File: src/rtl/noc_packet_types_pkg.sv
// Shared NoC packet definitions: packet/status/flit type encodings, width helpers
// and the has_payload rule used by the packet unpacker.
//
// Header placement inside the flit data field: the common header always occupies
// the top COMMON bits of a header region that is max(address, response fields)
// wide. Requests put the address in the low bits of that region and responses put
// {status, lower_address, last_response} there, so packet_type sits at a fixed bit
// position and the packet kind can be decoded before the rest of the layout is known.
package noc_packet_types_pkg;

  typedef enum logic [7:0] {
    PKT_READ               = 8'h00,
    PKT_POSTED_WRITE       = 8'h40,
    PKT_NON_POSTED_WRITE   = 8'h60,
    PKT_RESPONSE           = 8'h80,
    PKT_RESPONSE_WITH_DATA = 8'hC0
  } packet_type_e;

  typedef enum logic [1:0] {
    STATUS_OKAY   = 2'd0,
    STATUS_EXOKAY = 2'd1,
    STATUS_SLVERR = 2'd2,
    STATUS_DECERR = 2'd3
  } response_status_e;

  typedef enum logic {
    FLIT_HEADER  = 1'b0,
    FLIT_PAYLOAD = 1'b1
  } flit_type_e;

  localparam int PACKET_TYPE_WIDTH = 8;
  localparam int STATUS_WIDTH      = 2;

  function automatic int max_int(int a, int b);
    return (a > b) ? a : b;
  endfunction

  function automatic int common_header_width(int id_x_w, int id_y_w, int tag_w, int len_w);
    return PACKET_TYPE_WIDTH + 2 * (id_x_w + id_y_w) + tag_w + len_w;
  endfunction

  function automatic int response_field_width(int data_w);
    return STATUS_WIDTH + $clog2(data_w / 8) + 1;
  endfunction

  function automatic int header_width(int common_w, int address_w, int data_w);
    return common_w + max_int(address_w, response_field_width(data_w));
  endfunction

  function automatic int payload_width(int data_w);
    return data_w + data_w / 8;
  endfunction

  function automatic int flit_width(int header_w, int payload_w);
    return 2 + max_int(header_w, payload_w);
  endfunction

  function automatic logic has_payload(logic [PACKET_TYPE_WIDTH-1:0] packet_type);
    return packet_type[6];
  endfunction

endpackage

File: src/rtl/noc_packet_unpacker_slice.sv
// Single-entry valid/ready output register; accepts a new entry whenever it is
// empty or its current entry is being taken in the same cycle.
module noc_packet_unpacker_slice #(
  parameter int WIDTH = 8
) (
  input  logic             clk,
  input  logic             rst,
  input  logic             in_valid,
  output logic             in_ready,
  input  logic [WIDTH-1:0] in_data,
  output logic             out_valid,
  input  logic             out_ready,
  output logic [WIDTH-1:0] out_data
);

  assign in_ready = !out_valid || out_ready;

  // Load on input handshake, otherwise drain on output handshake.
  always_ff @(posedge clk or posedge rst) begin
    if (rst) begin
      out_valid <= 1'b0;
      out_data  <= '0;
    end else if (in_valid && in_ready) begin
      out_valid <= 1'b1;
      out_data  <= in_data;
    end else if (out_ready) begin
      out_valid <= 1'b0;
    end
  end

endmodule

File: src/rtl/noc_packet_unpacker.sv
// NoC endpoint receive stage: splits the flit stream into a header-field output and
// a payload beat output, dropping malformed packets and pulsing o_error.
// Optional macro NOC_PACKET_UNPACKER_LENGTH_CHECK_EN adds a beat counter that flags
// packets whose beat count differs from the header length field.
//
// state      | meaning
// ST_IDLE    | waiting for a header flit
// ST_PAYLOAD | forwarding payload beats until the tail flit
// ST_DROP    | discarding a malformed packet until its tail flit
module noc_packet_unpacker
  import noc_packet_types_pkg::*;
#(
  parameter int ID_X_WIDTH    = 4,
  parameter int ID_Y_WIDTH    = 4,
  parameter int TAG_WIDTH     = 8,
  parameter int LENGTH_WIDTH  = 8,
  parameter int ADDRESS_WIDTH = 64,
  parameter int DATA_WIDTH    = 256,
  localparam int ID_WIDTH      = ID_X_WIDTH + ID_Y_WIDTH,
  localparam int BE_WIDTH      = DATA_WIDTH / 8,
  localparam int LOWER_WIDTH   = $clog2(BE_WIDTH),
  localparam int COMMON_WIDTH  = common_header_width(ID_X_WIDTH, ID_Y_WIDTH, TAG_WIDTH, LENGTH_WIDTH),
  localparam int HEADER_WIDTH  = header_width(COMMON_WIDTH, ADDRESS_WIDTH, DATA_WIDTH),
  localparam int PAYLOAD_WIDTH = payload_width(DATA_WIDTH),
  localparam int FLIT_WIDTH    = flit_width(HEADER_WIDTH, PAYLOAD_WIDTH)
) (
  input  logic                         clk,
  input  logic                         rst,
  input  logic                         i_flit_valid,
  output logic                         o_flit_ready,
  input  logic [FLIT_WIDTH-1:0]        i_flit,
  output logic                         o_header_valid,
  input  logic                         i_header_ready,
  output logic [PACKET_TYPE_WIDTH-1:0] o_packet_type,
  output logic [ID_WIDTH-1:0]          o_destination_id,
  output logic [ID_WIDTH-1:0]          o_source_id,
  output logic [TAG_WIDTH-1:0]         o_tag,
  output logic [LENGTH_WIDTH-1:0]      o_length,
  output logic [ADDRESS_WIDTH-1:0]     o_address,
  output logic [STATUS_WIDTH-1:0]      o_response_status,
  output logic [LOWER_WIDTH-1:0]       o_lower_address,
  output logic                         o_last_response,
  output logic                         o_payload_valid,
  input  logic                         i_payload_ready,
  output logic [DATA_WIDTH-1:0]        o_data,
  output logic [BE_WIDTH-1:0]          o_byte_enable,
  output logic                         o_payload_last,
  output logic                         o_error
);

  localparam int RESP_WIDTH     = response_field_width(DATA_WIDTH);
  localparam int HDR_REG_WIDTH  = PACKET_TYPE_WIDTH + 2 * ID_WIDTH + TAG_WIDTH + LENGTH_WIDTH
                                + ADDRESS_WIDTH + STATUS_WIDTH + LOWER_WIDTH + 1;
  localparam int BEAT_REG_WIDTH = PAYLOAD_WIDTH + 1;

  typedef enum logic [1:0] {
    ST_IDLE    = 2'd0,
    ST_PAYLOAD = 2'd1,
    ST_DROP    = 2'd2
  } state_e;

  state_e state;

  logic                         flit_is_header;
  logic                         flit_tail;
  logic [FLIT_WIDTH-3:0]        flit_data;
  logic [PACKET_TYPE_WIDTH-1:0] hdr_type;
  logic [ID_WIDTH-1:0]          hdr_dst;
  logic [ID_WIDTH-1:0]          hdr_src;
  logic [TAG_WIDTH-1:0]         hdr_tag;
  logic [LENGTH_WIDTH-1:0]      hdr_len;
  logic                         hdr_is_response;
  logic [ADDRESS_WIDTH-1:0]     hdr_address;
  logic [STATUS_WIDTH-1:0]      hdr_status;
  logic [LOWER_WIDTH-1:0]       hdr_lower;
  logic                         hdr_last;
  logic                         header_ok;
  logic                         flit_accept;
  logic                         hdr_load;
  logic                         beat_load;
  logic                         hdr_in_ready;
  logic                         beat_in_ready;
  logic                         flit_error;
  logic                         length_error;

  assign flit_is_header = (i_flit[FLIT_WIDTH-1] == FLIT_HEADER);
  assign flit_tail      = i_flit[FLIT_WIDTH-2];
  assign flit_data      = i_flit[FLIT_WIDTH-3:0];

  assign {hdr_type, hdr_dst, hdr_src, hdr_tag, hdr_len} = flit_data[HEADER_WIDTH-1 -: COMMON_WIDTH];
  assign hdr_is_response = hdr_type[7];
  assign hdr_address     = hdr_is_response ? '0 : flit_data[ADDRESS_WIDTH-1:0];
  assign hdr_status      = hdr_is_response ? flit_data[RESP_WIDTH-1 -: STATUS_WIDTH] : '0;
  assign hdr_lower       = hdr_is_response ? flit_data[LOWER_WIDTH:1] : '0;
  assign hdr_last        = hdr_is_response & flit_data[0];
  assign header_ok       = (flit_tail == !has_payload(hdr_type));

  // Only flits that are forwarded wait on an output register; dropped flits always pass.
  always_comb begin
    o_flit_ready = 1'b1;
    case (state)
      ST_IDLE:    if (flit_is_header && header_ok) o_flit_ready = hdr_in_ready;
      ST_PAYLOAD: if (!flit_is_header) o_flit_ready = beat_in_ready;
      default:    o_flit_ready = 1'b1;
    endcase
  end

  assign flit_accept = i_flit_valid && o_flit_ready;
  assign hdr_load    = flit_accept && (state == ST_IDLE) && flit_is_header && header_ok;
  assign beat_load   = flit_accept && (state == ST_PAYLOAD) && !flit_is_header;
  assign flit_error  = flit_accept && (((state == ST_IDLE) && !(flit_is_header && header_ok))
                                    || ((state == ST_PAYLOAD) && flit_is_header));

`ifdef NOC_PACKET_UNPACKER_LENGTH_CHECK_EN
  logic [LENGTH_WIDTH:0] beat_count;
  logic [LENGTH_WIDTH:0] expected_count;

  assign length_error = beat_load && flit_tail
                        && ((beat_count + (LENGTH_WIDTH + 1)'(1)) != expected_count);
`else
  assign length_error = 1'b0;
`endif

  // Packet framing state, error pulse and (optionally) beat counting.
  always_ff @(posedge clk or posedge rst) begin
    if (rst) begin
      state   <= ST_IDLE;
      o_error <= 1'b0;
`ifdef NOC_PACKET_UNPACKER_LENGTH_CHECK_EN
      beat_count     <= '0;
      expected_count <= '0;
`endif
    end else begin
      o_error <= flit_error || length_error;
`ifdef NOC_PACKET_UNPACKER_LENGTH_CHECK_EN
      if (hdr_load) begin
        beat_count     <= '0;
        expected_count <= {(hdr_len == '0), hdr_len};
      end else if (beat_load) begin
        beat_count <= beat_count + (LENGTH_WIDTH + 1)'(1);
      end
`endif
      if (flit_accept) begin
        case (state)
          ST_IDLE: begin
            if (flit_is_header) begin
              if (header_ok) begin
                if (has_payload(hdr_type)) state <= ST_PAYLOAD;
              end else if (!flit_tail) begin
                state <= ST_DROP;
              end
            end
          end
          ST_PAYLOAD: if (!flit_is_header && flit_tail) state <= ST_IDLE;
          ST_DROP:    if (flit_tail) state <= ST_IDLE;
          default:    state <= ST_IDLE;
        endcase
      end
    end
  end

  noc_packet_unpacker_slice #(.WIDTH(HDR_REG_WIDTH)) u_header_slice (
    .clk       (clk),
    .rst       (rst),
    .in_valid  (hdr_load),
    .in_ready  (hdr_in_ready),
    .in_data   ({hdr_type, hdr_dst, hdr_src, hdr_tag, hdr_len,
                 hdr_address, hdr_status, hdr_lower, hdr_last}),
    .out_valid (o_header_valid),
    .out_ready (i_header_ready),
    .out_data  ({o_packet_type, o_destination_id, o_source_id, o_tag, o_length,
                 o_address, o_response_status, o_lower_address, o_last_response})
  );

  noc_packet_unpacker_slice #(.WIDTH(BEAT_REG_WIDTH)) u_payload_slice (
    .clk       (clk),
    .rst       (rst),
    .in_valid  (beat_load),
    .in_ready  (beat_in_ready),
    .in_data   ({flit_tail, flit_data[PAYLOAD_WIDTH-1:0]}),
    .out_valid (o_payload_valid),
    .out_ready (i_payload_ready),
    .out_data  ({o_payload_last, o_data, o_byte_enable})
  );

endmodule

File: config.mk
export PLATFORM = sky130hd
export DESIGN_NAME = noc_packet_unpacker
export DESIGN_NICKNAME = d
export VERILOG_FILES = /design/src/rtl/noc_packet_types_pkg.sv /design/src/rtl/noc_packet_unpacker_slice.sv /design/src/rtl/noc_packet_unpacker.sv
export SDC_FILE = /design/constraint.sdc
export NUM_CORES = 1
export LEC_CHECK = 0
export BUFFER_PORTS_ARGS = -buffer_cell sky130_fd_sc_hd__buf_4
export CAP_MARGIN = 20
export CORE_AREA = 2 2 269 271
export DETAILED_ROUTE_END_ITERATION = 10
export DIE_AREA = 0 0 271 273
export GPL_ROUTABILITY_DRIVEN = 1
export SYNTH_ARGS = -nofsm -noshare
export SYNTH_HDL_FRONTEND = slang
export SYNTH_SLANG_ARGS = --single-unit
File: constraint.sdc
create_clock -name clk -period 18.5 [get_ports clk]
set_clock_uncertainty 0.1 [all_clocks]
set_input_delay 5.55 -clock clk [delete_from_list [all_inputs] [get_ports clk]]
set_output_delay 5.55 -clock clk [all_outputs]
set_load 0.05 [all_outputs]
==> summary.md, run 1 <==
| Metric | Value |
|---|---|
| Status | `completed` |
| CTS Buf Count | `47` |
| Hold Path Sink | `u_header_slice.out_data[59]$_DFFE_PP0P_` |
| PostCTS Resize Cnt | `0` |
| Starting Density | `21.99%` |
| First-pass GRT wire length | `71.33 mm` |
| Total grt overflow | `0` |
| Fin Setup TNS | `0 ps` |
| Core area | `0.07100 mm²` |
| CP Launch Type | `primary input` |
| Die width | `271 µm` |
| Mapped Nets | `1,338` |
| Post-route minimum period | `12,640 ps` |
| Gr busiest metal | `met2` |
| Crit. path cell count | `7` |
| Pins Over Slew Limit | `0` |
| Max Clock Freq | `0.07910 GHz` |
| Critical register-to-register path endpoint | `u_header_slice.out_data[30]$_DFFE_PP0P_` |
| Crit share post-route | `68.34%` |
| Clock Latency Late Sink | `560 ps` |
| Post-Syn Area per Cell | `15.00 µm²` |
| Layout Nets | `2,035` |
| Vias per std cell | `4.049` |
| Clock Sink Count | `406` |
| TritonCTS clock tree | `yes` |
| Relative slew slack | `16.65%` |
| Final setup fails | `0` |
| Synth area leader | `dfrtp_1` |
| Ports | `700` |
| Synthesized area | `0.01561 mm²` |
| Critical R2R Launch | `u_header_slice.out_valid$_DFFE_PP0P_` |
| FILL cells | `7,091` |
| Number of DRC markers after the initial detailed-route iteration | `445` |
| Pin count of the biggest net entering global routing | `165` |
| DP HPWL | `35.48 mm` |
| Syn Inst Count | `1,041` |
| Final ANT Viol Nets | `0` |
| Sequential cell area fraction in the yosys report | `65.07%` |
| M1 GR Usage | `14.25%` |
| R2R setup slack | `15,210 ps` |
| DRT Pass-1 Iters | `6` |
| Cell row count | `98` |
| Met2 GRT Util | `21.55%` |
| Routability congestion estimate | `0.8829` |
| Hold Crit Depth | `2` |
| RSZ-0062 raised after global routing | `false` |
| Wire per inst | `17.60 µm` |
| Overall Global Routing Usage | `12.28%` |
| Ys Warns | `0` |
| Slew @ Worst Pin | `1250 ps` |
| Unique masters post-synth | `23` |
| Placement Cell Area | `0.02177 mm²` |
| N_diodes | `0` |
| Layout cell share with drive strength beyond 1 | `62.64%` |
| Hold_sp | `u_header_slice.out_data[59]$_DFFE_PP0P_` |
| Finished Cell Area | `0.02325 mm²` |
| Clock transition at path regs | `60 ps` |
| Min-Delay Path Class | `flip-flop to flip-flop` |
| Initial antenna violation count | `3` |
| Port Buffers | `699` |
| Die span in y | `273 µm` |
| Critical path endpoint category | `primary output` |
| Vias | `11,021` |
| Final hold violations | `0` |
| Area Overhead vs Synth | `48.91%` |
| Critical path required time | `12,850 ps` |
| #FFs+latches synth | `406` |
| Largest cells by area after synthesis | `dfrtp_1 65%, mux2_2 21%, mux2_4 3.8%, nand2b_1 2.7%, nand2_1 2.1%` |
| Max clock buf depth | `3` |
| DRC Markers | `0` |
| Critical Path Max Stage Delay | `450 ps` |
| Clk root buf | `clkbuf_16` |
| Yosys top cell area share | `65.07%` |
| Worst-path cell chain | `buf_4 -> inv_1 -> ha_1 -> or4_1 -> o32ai_1 -> inv_1 -> buf_4` |
| Crit path DAT | `6990 ps` |
| Total Routed Length | `47.91 mm` |
| Postcts setup bufs | `0` |
| Met3 GRT Util | `3.699%` |
| Max_cap viols | `0` |
| R2R cell count | `5` |
| Crit path kind | `primary input to primary output` |
| Buffers & Inverters on Critical Path | `4` |
| DIE AREA | `0.07398 mm²` |
| Crit-path max FO | `4` |
| Critical path's top delay family | `simple AND/OR/NAND/NOR gates` |
| Vias in the first global route | `11,614` |
| Crit path max-delay cell type | `or4_1` |
| H-tree depth | `2` |
| Cts hold-fix bufs | `0` |
==> kinds of logic (layout without fill, tap and decap cells) <==
kind of cell / Yosys count / count (layout) / share of synthesized area, %
flops: 406 / 406 / 65.07
mux: 328 / 328 / 24.59
simple gates: 160 / 160 / 5.040
compound gates: 80 / 80 / 2.620
buf+inv: 65 / 796 / 2.516
fa+ha+maj: 2 / 2 / 0.1602
==> metal layers <==
metal	wire length [µm]	share of wire (%)
met2	24660	51
met5	12	0.025
met1	18080	38
met4	1363	2.8
met3	3793	7.9
==> layout by cell type (no fill, tap or decap), types with 2 or more instances in the layout <==
master and n:
buf_4 708, dfrtp_1 406, mux2_2 289, nand2_1 86
nand2b_1 67, clkbuf_16 49, o21ai_0 41, mux2_4 39
o21ai_1 36, clkbuf_1 13, clkinv_2 8, clkbuf_8 6
clkinvlp_4 4, inv_1 3, nor3_1 2, ha_1 2
inv_6 2
==> state kept, by name, summed over array words and instances, names as in the netlist <==
signal / cells
u_header_slice.out_valid: 1
u_payload_slice.out_data: 289
o_error: 1
u_header_slice.out_data: 112
state: 2
u_payload_slice.out_valid: 1
==> layout make-up <==
| class | instances | area (µm²) | area share [%] |
|---|---|---|---|
| clock buffers | 68 | 1358 | 5.839 |
| multi-input cells | 570 | 5069 | 21.80 |
| repair buffers | 709 | 5335 | 22.95 |
| inverters | 4 | 22.52 | 0.09687 |
| clock inverters | 15 | 117.6 | 0.5059 |
| flip-flops and latches | 406 | 10160 | 43.70 |
| well taps | 950 | 1189 | 5.112 |
==> worst reg2reg max path, stage by stage, from the launching register on <==
cell and delay (ps):
dfrtp_1 360, nand2b_1 160, or3b_4 540, buf_4 780
buf_4 900, o21ai_0 290
==> cells in the mapped netlist <==
cell type	n
o21ai_0	41
a31oi_1	1
buf_12	4
nor2_1	1
or4_1	1
nor3_1	2
inv_1	4
or3b_1	1
mux2_4	39
nand2_1	86
nor3b_1	2
buf_8	1
nand2b_1	67
buf_1	4
dfrtp_1	406
mux2_2	289
clkbuf_1	24
o21ai_1	36
buf_6	6
o41ai_1	1
o32ai_1	1
buf_2	22
ha_1	2
==> through the flow <==
stage          hold slack, ps  utilization [%]  instances  setup slack [ps]
3_3_place_gp            363.1            30.67       2639              5886
4_1_cts                 385.1            32.75       2722              5877
6_report                378.6            32.75       2722              5858
5_1_grt                 412.3            32.75       2722              5815
3_5_place_dp            372.0            30.67       2639              5876
2_1_floorplan           414.4                -       1041              1555
==> worst max path at each step <==
stage / to / startpoint
after floorplan: o_error$_DFF_PP0_ / rst
after global placement: o_flit_ready / i_flit[102]
after detailed placement: o_flit_ready / i_flit[102]
after CTS: o_flit_ready / i_flit[102]
after global routing: o_flit_ready / i_flit[102]
final: o_flit_ready / i_flit[102]
Power of run 1 is left out: the tool's default activity adds up to more than one toggle a clock period on the data nets, which glitch-free logic cannot reach.
==> inputs of run 2 (changes only) <==
clock period = 12.7 ns   (was 18.5 ns; I/O delays follow)
==> run 2 against run 1 <==
Against the previous run: clock-buffer cell count grew 1; critical path depth is the same; critical path type unchanged; core utilization grew 0.18 points; largest cell class unchanged; final area grew 0.54%; highest routed layer is now met4; flip-flop and latch count is the same.
==> summary.md, run 2 (synthesis gave the netlist of run 1 again) <==
| Metric | Value |
|---|---|
| Number of DRC markers after the initial detailed-route iteration | `420` |
| Vias | `10,888` |
| Final hold violations | `0` |
| Total grt overflow | `0` |
| Max FFs per register | `289` |
| Clock Latency Late Sink | `550 ps` |
| Crit share post-route | `71.91%` |
| Finished Cell Area | `0.02338 mm²` |
| Die span in y | `273 µm` |
| Worst-path cell chain | `buf_4 -> inv_1 -> ha_1 -> or4_1 -> o32ai_1 -> inv_1 -> buf_4` |
| Critical path required time | `8790 ps` |
| DIE AREA | `0.07398 mm²` |
| Crit-path max FO | `4` |
| Non-Filler Instances | `2,727` |
| Dpl cells | `2,639` |
| Post-route minimum period | `9133 ps` |
| Layout Nets | `2,034` |
| RSZ-0062 raised after global routing | `false` |
| Max clock buf depth | `3` |
| Status | `completed` |
| DRC Markers | `0` |
| Critical Path Max Stage Delay | `450 ps` |
| Pins Over Slew Limit | `0` |
| DRT Pass-1 Iters | `4` |
| Postcts setup bufs | `0` |
| Crit path DAT | `5220 ps` |
| DP HPWL | `36.11 mm` |
| Max_cap viols | `0` |
| CTS Buf Count | `46` |
| CP Launch Type | `primary input` |
| Clk root buf | `clkbuf_16` |
| Port Buffers | `699` |
| Crit path max-delay cell type | `or4_1` |
| H-tree depth | `2` |
| Core area | `0.07100 mm²` |
| Slew @ Worst Pin | `1227 ps` |
| Most common cell after layout, fill and taps aside | `buf_4` |
| PostCTS Resize Cnt | `0` |
| Total Routed Length | `48.40 mm` |
| Layout cell share with drive strength beyond 1 | `62.68%` |
| Fin Setup TNS | `0 ps` |
| Pin count of the biggest net entering global routing | `173` |
| First-pass GRT wire length | `72.32 mm` |
| Cell row count | `98` |
| Starting Density | `21.99%` |
| TritonCTS clock tree | `yes` |
| Die width | `271 µm` |
| Final setup fails | `0` |
| Overall Global Routing Usage | `12.46%` |
| Relative slew slack | `18.19%` |
| Vias in the first global route | `11,549` |
| Placement Cell Area | `0.02178 mm²` |
| Most frequent cells in the layout | `707 x buf_4, 406 x dfrtp_1, 289 x mux2_2, 86 x nand2_1, 67 x nand2b_1` |
| Routability congestion estimate | `0.8564` |
| Clock Sink Count | `406` |
| Cts hold-fix bufs | `0` |
| Most flop-heavy register | `u_payload_slice.out_data` |
| Vias per std cell | `3.993` |
| Clock transition at path regs | `60 ps` |
| Crit path kind | `primary input to primary output` |
| Final ANT Viol Nets | `0` |
| Area Overhead vs Synth | `49.72%` |
| Wire per inst | `17.75 µm` |
| Largest regs | `u_payload_slice.out_data (289), u_header_slice.out_data (112), state (2)` |
| Ports | `700` |
| Max Clock Freq | `0.1095 GHz` |
| Min-Delay Path Class | `flip-flop to flip-flop` |
| Critical path endpoint category | `primary output` |
| Initial antenna violation count | `3` |
run 2: cell count changes in the layout (fill, tap and decap cells not counted):
cell        delta
inv_6          -2
clkinv_4       +1
bufinv_16      +4
inv_8          -1
clkinvlp_4     -1
diode_2        +3
buf_12         +1
buf_4          -1
clkbuf_8       +1
run 2: per-layer routing:
metal / vias up / GRT usage (%) / routed length [µm]
met3: 65 / 3.629 / 3644
met1: 5414 / 14.96 / 18820
met4: 0 / 4.493 / 1309
met2: 430 / 21.21 / 24620
met5: - / 0 / 0
li1: 4979 / - / -
run 2: cell type report:
type,instances,area [µm²]
fill,7049,47620
sequential,406,10160
timing repair buffer,709,5348
multi-input combinational,570,5069
clock buffer,69,1371
tap,950,1189
clock inverter,16,214.0
inverter,4,18.77
antenna,3,7.507
run 2: path summary, 6_finish.rpt:
check | end | depth (start not counted) | slack, ps | start
setup / recovery | o_flit_ready | 7 | 3570 | i_flit[102]
hold / removal | u_header_slice.out_data[67]$_DFFE_PP0P_ | 2 | 380 | u_header_slice.out_data[67]$_DFFE_PP0P_
setup reg to reg | u_payload_slice.out_data[26]$_DFFE_PP0P_ | 5 | 9150 | state[1]$_DFFE_PP0P_
hold reg to reg | u_header_slice.out_data[67]$_DFFE_PP0P_ | 2 | 380 | u_header_slice.out_data[67]$_DFFE_PP0P_
max in group asynchronous | u_payload_slice.out_data[79]$_DFFE_PP0P_ | 4 | 7050 | rst
min in group asynchronous | u_payload_slice.out_data[266]$_DFFE_PP0P_ | 2 | 3370 | rst
run 2: worst max-delay path: cells and delay by family:
kind / cells / cell delay, ps
and+or+nand+nor: 1 / 450
buffers and inverters: 4 / 420
adders and majority gates: 1 / 330
AOI/OAI and AO/OA: 1 / 200
run 2: stage by stage:
| step | setup WS (ps) | util [%] | hold WS, ps |
|---|---|---|---|
| after global routing | 3511 | 32.92 | 409.6 |
| after global placement | 3563 | 30.68 | 364.3 |
| after floorplan | 3320 | - | 414.4 |
| after detailed placement | 3575 | 30.68 | 371.6 |
| final | 3567 | 32.93 | 378.3 |
| after CTS | 3574 | 32.92 | 384.8 |
Power of run 2 is left out for the same reason.
==> inputs of run 3 (changes only) <==
clock period = 9.3 ns   (was 12.7 ns; I/O delays follow)
==> run 3 against run 2 <==
Against the previous run: critical path depth stayed put; hold slack improved by 2.0 ps; critical path type unchanged; highest routed layer unchanged; non-clock buffer count is the same.
==> summary.md, run 3 (synthesis gave the netlist of run 1 again) <==
| Metric | Value |
|---|---|
| TritonCTS clock tree | `yes` |
| Relative slew slack | `30.54%` |
| Total Routed Length | `48.42 mm` |
| Most flop-heavy register | `u_payload_slice.out_data` |
| RSZ-0062 raised after global routing | `false` |
| Post-Route M1 WL | `18.51 mm` |
| Min-Delay Path Class | `flip-flop to flip-flop` |
| Starting Density | `21.99%` |
| Crit-path max FO | `4` |
| Layout cell share with drive strength beyond 1 | `62.90%` |
| Crit path max-delay cell type | `or4_1` |
| Sequential standard cell area | `0.01016 mm²` |
| Critical Path Max Stage Delay | `460 ps` |
| PostCTS Resize Cnt | `0` |
| Crit share post-route | `77.32%` |
| Max layer used | `met4` |
| DRC Markers | `0` |
| Postcts setup bufs | `0` |
| Clock Latency Late Sink | `550 ps` |
| Vias in the first global route | `11,601` |
| Cell row count | `98` |
| Wire per inst | `17.78 µm` |
| Initial antenna violation count | `3` |
| Most frequent cells in the layout | `705 x buf_4, 406 x dfrtp_1, 289 x mux2_2, 86 x nand2_1, 67 x nand2b_1` |
| Largest regs | `u_payload_slice.out_data (289), u_header_slice.out_data (112), state (2)` |
| Pins Over Slew Limit | `0` |
| Number of DRC markers after the initial detailed-route iteration | `367` |
| Area of the multi-input gates | `0.005069 mm²` |
| Status | `completed` |
| Max Clock Freq | `0.1391 GHz` |
| Final hold violations | `0` |
| Ports | `700` |
| Total grt overflow | `0` |
| Final setup fails | `0` |
| Crit path kind | `primary input to primary output` |
| DRT Pass-1 Iters | `4` |
| Critical path endpoint category | `primary output` |
| Fin Setup TNS | `0 ps` |
| Final ANT Viol Nets | `0` |
| Die width | `271 µm` |
| CP Launch Type | `primary input` |
| Routability congestion estimate | `0.8826` |
| Port Buffers | `699` |
| Met2 WL post-DR | `24.58 mm` |
| Clock transition at path regs | `60 ps` |
| FILL cells | `7,049` |
| Overall Global Routing Usage | `12.44%` |
| Post-route minimum period | `7191 ps` |
| Max_cap viols | `0` |
| Crit path DAT | `4300 ps` |
| Cts hold-fix bufs | `0` |
| Clk root buf | `clkbuf_16` |
| CTS Buf Count | `47` |
| DIE AREA | `0.07398 mm²` |
| Vias | `10,905` |
| Pin count of the biggest net entering global routing | `176` |
| Metal3 WL | `3.650 mm` |
| Most common cell after layout, fill and taps aside | `buf_4` |
| Core area | `0.07100 mm²` |
| Worst-path cell chain | `buf_4 -> inv_1 -> ha_1 -> or4_1 -> o32ai_1 -> inv_1 -> buf_4` |
| Slew @ Worst Pin | `1042 ps` |
| Vias per std cell | `4.005` |
| First-pass GRT wire length | `71.88 mm` |
| Clock Sink Count | `406` |
| Max clock buf depth | `3` |
| Area Overhead vs Synth | `49.82%` |
| H-tree depth | `2` |
| Die span in y | `273 µm` |
| DP HPWL | `36.00 mm` |
| Critical path required time | `6410 ps` |
| Layout Nets | `2,035` |
| Max FFs per register | `289` |
run 3: area by class of cell:
class	count	share of cell area, %
Antenna cell	2	0.02139
Sequential cell	406	43.43
Timing Repair Buffer	709	22.97
Multi-Input combinational cell	570	21.67
Clock buffer	67	5.959
Clock inverter	15	0.7916
Inverter	4	0.08023
Tap cell	950	5.081
run 3: path summary, 6_finish.rpt:
check,endpoint,from,cells after the start,slack (ps)
setup / recovery,o_flit_ready,i_flit[102],7,2110
hold / removal,u_header_slice.out_data[63]$_DFFE_PP0P_,u_header_slice.out_data[63]$_DFFE_PP0P_,2,380
setup reg to reg,u_payload_slice.out_data[26]$_DFFE_PP0P_,state[1]$_DFFE_PP0P_,5,6340
hold reg to reg,u_header_slice.out_data[63]$_DFFE_PP0P_,u_header_slice.out_data[63]$_DFFE_PP0P_,2,380
max in group asynchronous,u_header_slice.out_data[54]$_DFFE_PP0P_,rst,4,5320
min in group asynchronous,u_payload_slice.out_data[27]$_DFFE_PP0P_,rst,2,2310
run 3: critical path: cells and delay by family:
kind / cells / cell delay, ps
AO/OA/AOI/OAI: 1 / 240
adder cells (fa/ha/maj): 1 / 330
buffers and inverters: 4 / 470
AND/OR/NAND/NOR: 1 / 460
run 3: layer usage:
layer | GRT usage [%] | vias up
met5 | 0 | -
met4 | 5.089 | 0
met3 | 3.620 | 88
met2 | 21.54 | 434
met1 | 14.39 | 5401
li1 | - | 4982
run 3: through the flow:
step / util, % / cells / cell area, µm² / setup slack [ps] / hold slack, ps
6_report: 32.95 / 2723 / 23390 / 2109 / 380.3
5_1_grt: 32.95 / 2723 / 23390 / 2051 / 407.4
4_1_cts: 32.94 / 2721 / 23390 / 2101 / 385.8
3_5_place_dp: 30.72 / 2639 / 21810 / 2114 / 372.2
3_3_place_gp: 30.72 / 2639 / 21810 / 2143 / 364.2
2_1_floorplan: - / 1041 / 15620 / 940.3 / 414.4
Power of run 3 is left out for the same reason.
